$ cat src/rtl/uart_tx_fifo.sv
// uart_tx_fifo: byte-wide UART transmitter (8N1, LSB first) fed through a
// small valid/ready FIFO.
//
// Ports:
//   CLK        system clock, all logic on the rising edge
//   RESET      asynchronous active-high reset; aborts any frame, empties FIFO
//   wr_valid   producer offers wr_data this cycle
//   wr_data    byte to transmit
//   wr_ready   FIFO can accept a byte (registered count != FIFO_DEPTH)
//   TXD        registered serial line, idle high
//   busy       FIFO non-empty or a frame in progress
//   fifo_count bytes queued, not counting the byte in the shifter
module uart_tx_fifo #(
  parameter int unsigned CLKS_PER_BIT = 104,
  parameter int unsigned FIFO_DEPTH   = 4
) (
  input  logic                        CLK,
  input  logic                        RESET,
  input  logic                        wr_valid,
  input  logic [7:0]                  wr_data,
  output logic                        wr_ready,
  output logic                        TXD,
  output logic                        busy,
  output logic [$clog2(FIFO_DEPTH):0] fifo_count
);

  localparam int unsigned CNT_W = $clog2(CLKS_PER_BIT);
  localparam int unsigned PTR_W = $clog2(FIFO_DEPTH);
  localparam logic [CNT_W-1:0] BAUD_LAST = CNT_W'(CLKS_PER_BIT - 1);
  localparam logic [PTR_W:0]   FULL      = (PTR_W + 1)'(FIFO_DEPTH);

  typedef enum logic [1:0] {
    IDLE,
    START,
    DATA,
    STOP
  } state_t;

  state_t             state, state_d;
  logic [CNT_W-1:0]   baud_cnt, baud_cnt_d;
  logic [2:0]         bit_idx, bit_idx_d;
  logic [7:0]         shift, shift_d;
  logic               txd_q, txd_d;

  logic [7:0]         mem [FIFO_DEPTH];
  logic [PTR_W-1:0]   rd_ptr, wr_ptr;
  logic [PTR_W:0]     count;

  logic               push, pop;
  logic               has_data;
  logic               baud_last;

  assign wr_ready   = (count != FULL);
  assign push       = wr_valid && wr_ready;
  assign has_data   = (count != '0);
  assign baud_last  = (baud_cnt == BAUD_LAST);
  assign fifo_count = count;
  assign TXD        = txd_q;
  assign busy       = (state != IDLE) || has_data;

  // Storage is not reset; emptiness is tracked solely by the pointers/count.
  always_ff @(posedge CLK) begin
    if (push) begin
      mem[wr_ptr] <= wr_data;
    end
  end

  always_ff @(posedge CLK or posedge RESET) begin
    if (RESET) begin
      rd_ptr <= '0;
      wr_ptr <= '0;
      count  <= '0;
    end else begin
      if (push) begin
        wr_ptr <= wr_ptr + 1'b1;
      end
      if (pop) begin
        rd_ptr <= rd_ptr + 1'b1;
      end
      case ({push, pop})
        2'b10:   count <= count + 1'b1;
        2'b01:   count <= count - 1'b1;
        default: ;
      endcase
    end
  end

  always_ff @(posedge CLK or posedge RESET) begin
    if (RESET) begin
      state    <= IDLE;
      baud_cnt <= '0;
      bit_idx  <= '0;
      shift    <= '0;
      txd_q    <= 1'b1;
    end else begin
      state    <= state_d;
      baud_cnt <= baud_cnt_d;
      bit_idx  <= bit_idx_d;
      shift    <= shift_d;
      txd_q    <= txd_d;
    end
  end

  always_comb begin
    state_d    = state;
    baud_cnt_d = baud_cnt;
    bit_idx_d  = bit_idx;
    shift_d    = shift;
    pop        = 1'b0;

    case (state)
      IDLE: begin
        if (has_data) begin
          pop        = 1'b1;
          shift_d    = mem[rd_ptr];
          baud_cnt_d = '0;
          state_d    = START;
        end
      end
      START: begin
        if (baud_last) begin
          baud_cnt_d = '0;
          bit_idx_d  = '0;
          state_d    = DATA;
        end else begin
          baud_cnt_d = baud_cnt + 1'b1;
        end
      end
      DATA: begin
        if (baud_last) begin
          baud_cnt_d = '0;
          shift_d    = {1'b0, shift[7:1]};
          bit_idx_d  = bit_idx + 1'b1;
          if (bit_idx == 3'd7) begin
            state_d = STOP;
          end
        end else begin
          baud_cnt_d = baud_cnt + 1'b1;
        end
      end
      STOP: begin
        if (baud_last) begin
          baud_cnt_d = '0;
          // Chain straight into the next start bit so queued bytes leave
          // with no idle gap.
          if (has_data) begin
            pop     = 1'b1;
            shift_d = mem[rd_ptr];
            state_d = START;
          end else begin
            state_d = IDLE;
          end
        end else begin
          baud_cnt_d = baud_cnt + 1'b1;
        end
      end
      default: state_d = IDLE;
    endcase

    // TXD is registered, so it is derived from the state being entered.
    case (state_d)
      START:   txd_d = 1'b0;
      DATA:    txd_d = shift_d[0];
      default: txd_d = 1'b1;
    endcase
  end

endmodule

$ cat config.mk
export PLATFORM = sky130hd
export DESIGN_NAME = uart_tx_fifo
export DESIGN_NICKNAME = d
export VERILOG_FILES = /design/src/rtl/uart_tx_fifo.sv
export SDC_FILE = /design/constraint.sdc
export NUM_CORES = 1
export LEC_CHECK = 0
export BUFFER_PORTS_ARGS = -buffer_cell sky130_fd_sc_hd__clkbuf_2
export CORE_MARGIN = 1
export CORE_UTILIZATION = 30
export CTS_CLUSTER_SIZE = 14
export DETAILED_ROUTE_END_ITERATION = 12
export PLACE_DENSITY_LB_ADDON = 0.05
export SETUP_SLACK_MARGIN = 0.3
export SLEW_MARGIN = 25
export SYNTH_ARGS = -nofsm -noshare
export SYNTH_HDL_FRONTEND = slang
export SYNTH_SLANG_ARGS = --single-unit
$ cat constraint.sdc
create_clock -name CLK -period 3.09 [get_ports CLK]
set_input_delay 0.618 -clock CLK [delete_from_list [all_inputs] [get_ports CLK]]
set_output_delay 0.618 -clock CLK [all_outputs]
set_load 0.05 [all_outputs]
======== Word-level counts from Yosys, hierarchy flattened ========
Memory sizes are Yosys's and may differ from the RTL's.
Cells that the tools add are included.
storage, ports and cells
  flip-flop bits (word level) ............. 28
  RAM bits ................................ 32
  input port bits ......................... 11
  output and inout bits ................... 6
  memories ................................ 1
operators by class
  $add $sub $neg .......................... 6
  eq/ne operators ......................... 14
  mux-type cells .......................... 24
  reductions and logical operators ........ 11
memories
  name  words  bits a word  read ports  clocked after Yosys merged registers in  wr ports  line  source
  mem   4      8            1           0                                        1         45    logic [7:0] mem [FIFO_DEPTH];
operators with widths
  kind                 number
  $mux 8               3
  $pmux 8 s3           1
  $mux 7               2
  $pmux 7 s2           1
  $pmux 3 s2           2
  $mux 2               5
  $eq 2x2->1 const B   4
  $ne 2x2->1 const B   4
  $pmux 2 s4           1
  $add 7x1->7 const B  1
  $eq 7x7->1 const B   1
  $add 3x1->3 const B  2
  $eq 2x1->1 const B   3
  $mux 3               2
  $reduce_and 3->1     2
  $reduce_bool 2->1    3
  $reduce_bool 3->1    2
  $mux 1               5
  $add 2x1->2 const B  2
  $pmux 1 s2           2
  $eq 3x3->1 const B   1
  $ne 3x3->1 const B   1
  $reduce_or 3->1      1
  $sub 3x1->3 const B  1
  other kinds (3)      3

======== Longest topological paths before layout ========
  depth after elaboration ................. 6
  mapped depth ............................ 11
  depth with buffers taken out ............ 10

======== Least setup slack after synthesis ========
Ideal clock, no wire load.
  path kind ............................... register to register
  start ................................... register count[2] (netlist: fifo_count[2])
  end ..................................... register count[2] (netlist: fifo_count[2])
  arrival time ............................ 2.579 ns
  data required time ...................... 2.942 ns
  path slack .............................. 0.363 ns
  cell stages (with the launch flop) ...... 9
  period minus slack after synthesis ...... 2.727 ns
  path through ............................ dfrtp_1 > nand3_1 > nand2_1 > ha_1 > inv_1 > fa_1 > xor2_1 > nor2_1 > xor2_1
RTL lines
  item                                                    line  source
  from (decl)                                             47    logic [PTR_W:0] count;
  from (signal assigned)                                  81    2'b10: count <= count + 1'b1;
  from (signal assigned)                                  82    2'b01: count <= count - 1'b1;
  $ne 3x3->1 *                                            53    assign wr_ready = (count != FULL);
  net wr_ready                                            21    output logic wr_ready,
  $logic_and 1x1->1 *                                     54    assign push = wr_valid && wr_ready;
  $eq 2x1->1 / $eq 2x2->1 (equally long branches)         80    case ({push, pop})
  $pmux 3 s2 / $reduce_bool 2->1 (equally long branches)  -
Mark *: on every way through the listed nets, which the timed path passes. The rest lies on a longest branch.
A chain may end at the register's enable or synchronous reset.

======== Final worst setup path ========
  start ................................... register state[0]
  end ..................................... output port busy
between the ends
  word-level cells in the longest chain between the ends .. 2
ends and longest elaborated chain
  item                    line  source
  from (decl)             39    state_t state, state_d;
  from (signal assigned)  96    state <= state_d;
  $reduce_bool 2->1       59    assign busy = (state != IDLE) || has_data;
  $logic_or 1x1->1        59
  to (decl)               23    output logic busy,
No other way between the ends.

==> run summary <==
The die height was 101 um. For the number of standard cells after synthesis, the log shows 214. Counting along the longest clock path gives a buffer depth of 2.

Setup violations remaining at the end of the flow were counted as 0. The wire length per cell after detailed routing was 15.5 um; the via count normalized by instance count was 4.75. TritonCTS built the clock tree. The worst-case hold slack is 0.326 ns. During placement, the flow inserted port buffers numbering 16. Number of clock sinks seen by CTS: 60. Data on the critical path is required at its endpoint by 2.47 ns. The worst setup path is of the flip-flop to output pin kind.

In the routed design, unresolved DRC markers number 0. The initial utilization of the core area, before any placement, comes to 31.4%. The number of enable-type register cells in the synthesized netlist works out to 32.

The top flip-flop cell by instance count after synthesis was sky130_fd_sc_hd__edfxtp_1. The run finished with clean final reports. Across the run, the number of max-cap violations was 0. Start of the worst register-to-register path: baud_cnt[0]. In this run the mean area of a mapped cell was 13.7 sq um. In this run the critical register-to-register path is captured at fifo_count[2]. The cell chosen for the clock root is sky130_fd_sc_hd__clkbuf_8. The run gives 3 as the H-tree depth reported by CTS. Relative max-transition margin: 59.6%.

For the setup slack of the worst register-to-register path, the log shows 0.55 ns. Once placement finished, the instance area stood at 3140 sq um. After layout, the worst setup slack is 0.505 ns. Across the VDD grid, the largest voltage drop is 255 uV. Number of failing hold endpoints at the final stage: 0. Broken down by cell family, the worst path's largest delay share belongs to buffers and inverters. For the pin with the worst max-slew slack, the measured transition is 0.607 ns. In the global route stage, overall resource usage came out at 13.1%. Total clock buffers created by CTS: 9. The standard cell with the maximum stage delay on the critical path was sky130_fd_sc_hd__dfrtp_2. The run gives 4 as the first-pass detailed-route iteration total. In this run the count of I/O pins placed on the die edge is 17.

The first global-routing pass estimated 9.78 mm of wire. Static timing analysis puts the maximum clock frequency at 0.387 GHz. For this design the ratio of total power to cell area is 654 nW/um^2.

At the end of the flow, the number of nets in the layout was 262. The clock-pin slew on the worst setup and hold paths came out at 0.08 ns. The run gives 0.0117 ns as the final clock skew. The total nets after synthesis came out at 238. The instance count on the critical path was 7; the via count of the first global-routing pass was 1819. The synthesized netlist occupies a cell area of 2940 sq um.

The finished cells cover 3350 sq um. The floorplan step defined a die boundary enclosing 10200 sq um. The run gives 0 as the antenna diode count. The worst setup path is captured at an output pin. The fraction of the yosys area taken by sequential cells is 56.6%, and the number of warning messages in the yosys log is 0. Prior to clock tree synthesis, the placed netlist has a worst setup slack of 0.408 ns. The die width came out at 101 um.

The count of state elements after synthesis works out to 60. Startpoint type of the worst setup path: a flip-flop. The worst register-to-register path has a depth of 10. The global placer's final weighted congestion is 0.703. Cells with a size suffix above 1 make up 25.9% of the layout. The number of buffers and inverters on the critical path is 5.

The logs give 0 for the leftover overflow at the end of global routing and 0 for the initial antenna violation count. Along the worst path, the maximum fanout reaches 13. After clock tree synthesis, the flow added hold-fix buffers numbering 0.

The distinct cell type count of the synthesized netlist was 48. The final layout contains routed wiring with a total length of 5.76 mm. The starting DRC count in detailed routing is 52, and the total half-perimeter wirelength after legalization and detailed placement is 3.88 mm.

Type of the most critical hold path: input pin to async pin. Leaving out fill and tap cells, the most frequent cells in the layout are sky130_fd_sc_hd__edfxtp_1 (32), sky130_fd_sc_hd__dfrtp_1 (26), sky130_fd_sc_hd__nand2_1 (16), sky130_fd_sc_hd__clkbuf_2 (16), sky130_fd_sc_hd__o21ai_0 (14). The run gives 0 as the number of routed nets with antenna violations. The clock insertion delay at the later pin of the skew report was 0.34 ns. Data on the critical path arrives at its endpoint at 1.97 ns. The layout has 964 filler cells. The tools report the detailed-route via count as 1767. The critical path goes through inv_1, ha_1, buf_6, nor4b_2, buf_4, inv_1, clkbuf_2. The initialized floorplan defines 35 standard-cell rows. The minimum clock period was 2.58 ns. Longest individual stage delay on the worst path: 0.46 ns. Setup repair after global routing could not meet its margin everywhere. The tools report the leakage component of the power as 1.31 nW. For this run, asynchronously set or reset flops after synthesis account for 46.7%.

Layout overhead on the synthesized area: 14.0%. The number of max-slew violations in the final report is 0, and the summed negative setup slack over all endpoints is 0 ns. Leaving out fill and tap cells, the most frequent cell in the layout is sky130_fd_sc_hd__edfxtp_1. Dividing the final minimum period by the clock period gives 83.6%. Entering global routing, the biggest net connects 29 pins. By instance count, the cell type seen most on the critical path is sky130_fd_sc_hd__inv_1. The core region is 9370 sq um.
[synth_stat cells (2+ instances only)]
cell                        n  share of area [%]
sky130_fd_sc_hd__a22o_1    10                3.0
sky130_fd_sc_hd__and3_1     8                1.7
sky130_fd_sc_hd__buf_2      3               0.51
sky130_fd_sc_hd__dfrtp_1   27                 23
sky130_fd_sc_hd__edfxtp_1  32                 33
sky130_fd_sc_hd__ha_1      12                5.1
sky130_fd_sc_hd__inv_1     10                1.3
sky130_fd_sc_hd__mux2_2     2               0.77
sky130_fd_sc_hd__mux2i_1   10                3.4
sky130_fd_sc_hd__mux4_2     8                6.1
sky130_fd_sc_hd__nand2_1   16                2.0
sky130_fd_sc_hd__nand3_1    8                1.4
sky130_fd_sc_hd__nand4_1    2               0.43
sky130_fd_sc_hd__nor2_1     6               0.77
sky130_fd_sc_hd__nor2b_1    3               0.64
sky130_fd_sc_hd__nor3_1     2               0.34
sky130_fd_sc_hd__nor3_2     3                1.0
sky130_fd_sc_hd__o211ai_1   3               0.77
sky130_fd_sc_hd__o21ai_0   14                2.4
sky130_fd_sc_hd__o31ai_1    2               0.51
sky130_fd_sc_hd__xnor2_1    4                1.2
sky130_fd_sc_hd__xor2_1     3               0.89
[worst max-delay path by stage]
stage	end	slack, ns	startpoint
after floorplan	fifo_count[2]	0.36	fifo_count[2]
after global placement	fifo_count[2]	0.52	baud_cnt[0]
after detailed placement	fifo_count[2]	0.41	baud_cnt[0]
after CTS	fifo_count[2]	0.39	baud_cnt[0]
after global routing	fifo_count[2]	0.27	baud_cnt[0]
final	busy	0.51	state[0]
[worst register-to-register path: cells and delay by family, from the launching register on]
kind,cells,cell delay [ns]
AND/OR/NAND/NOR,3,0.66
XOR/XNOR,2,0.29
flip-flops,1,0.38
adder cells (fa/ha/maj),3,0.82
AO/OA/AOI/OAI,1,0.26
buffers and inverters,1,0.06
[flip-flops by register name, indices dropped and copies added (netlist names)]
register / count
TXD: 1
baud_cnt: 7
bit_idx: 3
fifo_count: 3
mem: 32
rd_ptr: 2
shift: 8
state: 2
wr_ptr: 2
[layer usage]
layer	part of all wire (%)	vias up	GRT usage [%]	wire, um
li1	-	859	-	-
met1	50	878	17.3	2850
met2	47	23	20.5	2700
met3	2.8	7	4.37	162
met4	0.80	0	3.34	46
met5	0	-	0	0
[report_power, final]
part / leakage [nW] / internal (mW) / switching [mW]
Combinational: 0.580 / 0.146 / 0.281
Clock: 0.102 / 0.378 / 0.348
Sequential: 0.630 / 0.972 / 0.0667
Total: 1.31 / 1.50 / 0.696
[kinds of logic (layout without fill, tap and decap cells)]
kind of cell / count (synthesis) / in the layout / synth area share [%]
buffers and inverters: 18 / 47 / 3.96
adder cells (fa/ha/maj): 13 / 13 / 5.79
XOR/XNOR: 7 / 7 / 2.09
flip-flops: 60 / 60 / 56.6
AND/OR/NAND/NOR: 57 / 57 / 11.2
AO/OA/AOI/OAI: 39 / 39 / 10.1
multiplexers: 20 / 20 / 10.3
[cell type report]
type | instances | area [sq um] | area share, %
inverters | 10 | 37.5 | 1.12
multi-input cells | 136 | 1170 | 34.9
clock inverters | 7 | 73.8 | 2.20
flip-flops and latches | 60 | 1660 | 49.7
clock buffers | 9 | 124 | 3.70
repair buffers | 21 | 121 | 3.62
well taps | 129 | 161 | 4.82
[timing repair]
item / CTS / global route
buffers inserted: 0 / 0
gates resized for setup: 0 / 4
endpoints found under the setup margin: 0 / 2
[stage by stage]
stage	std cells	total power [mW]	utilization, %
6_report	372	2.19	35.8
5_1_grt	372	2.31	35.8
4_1_cts	372	2.23	35.6
3_5_place_dp	356	1.50	33.5
3_3_place_gp	356	1.50	33.5
2_1_floorplan	214	1.37	-
(Power assumes the default switching activity.)
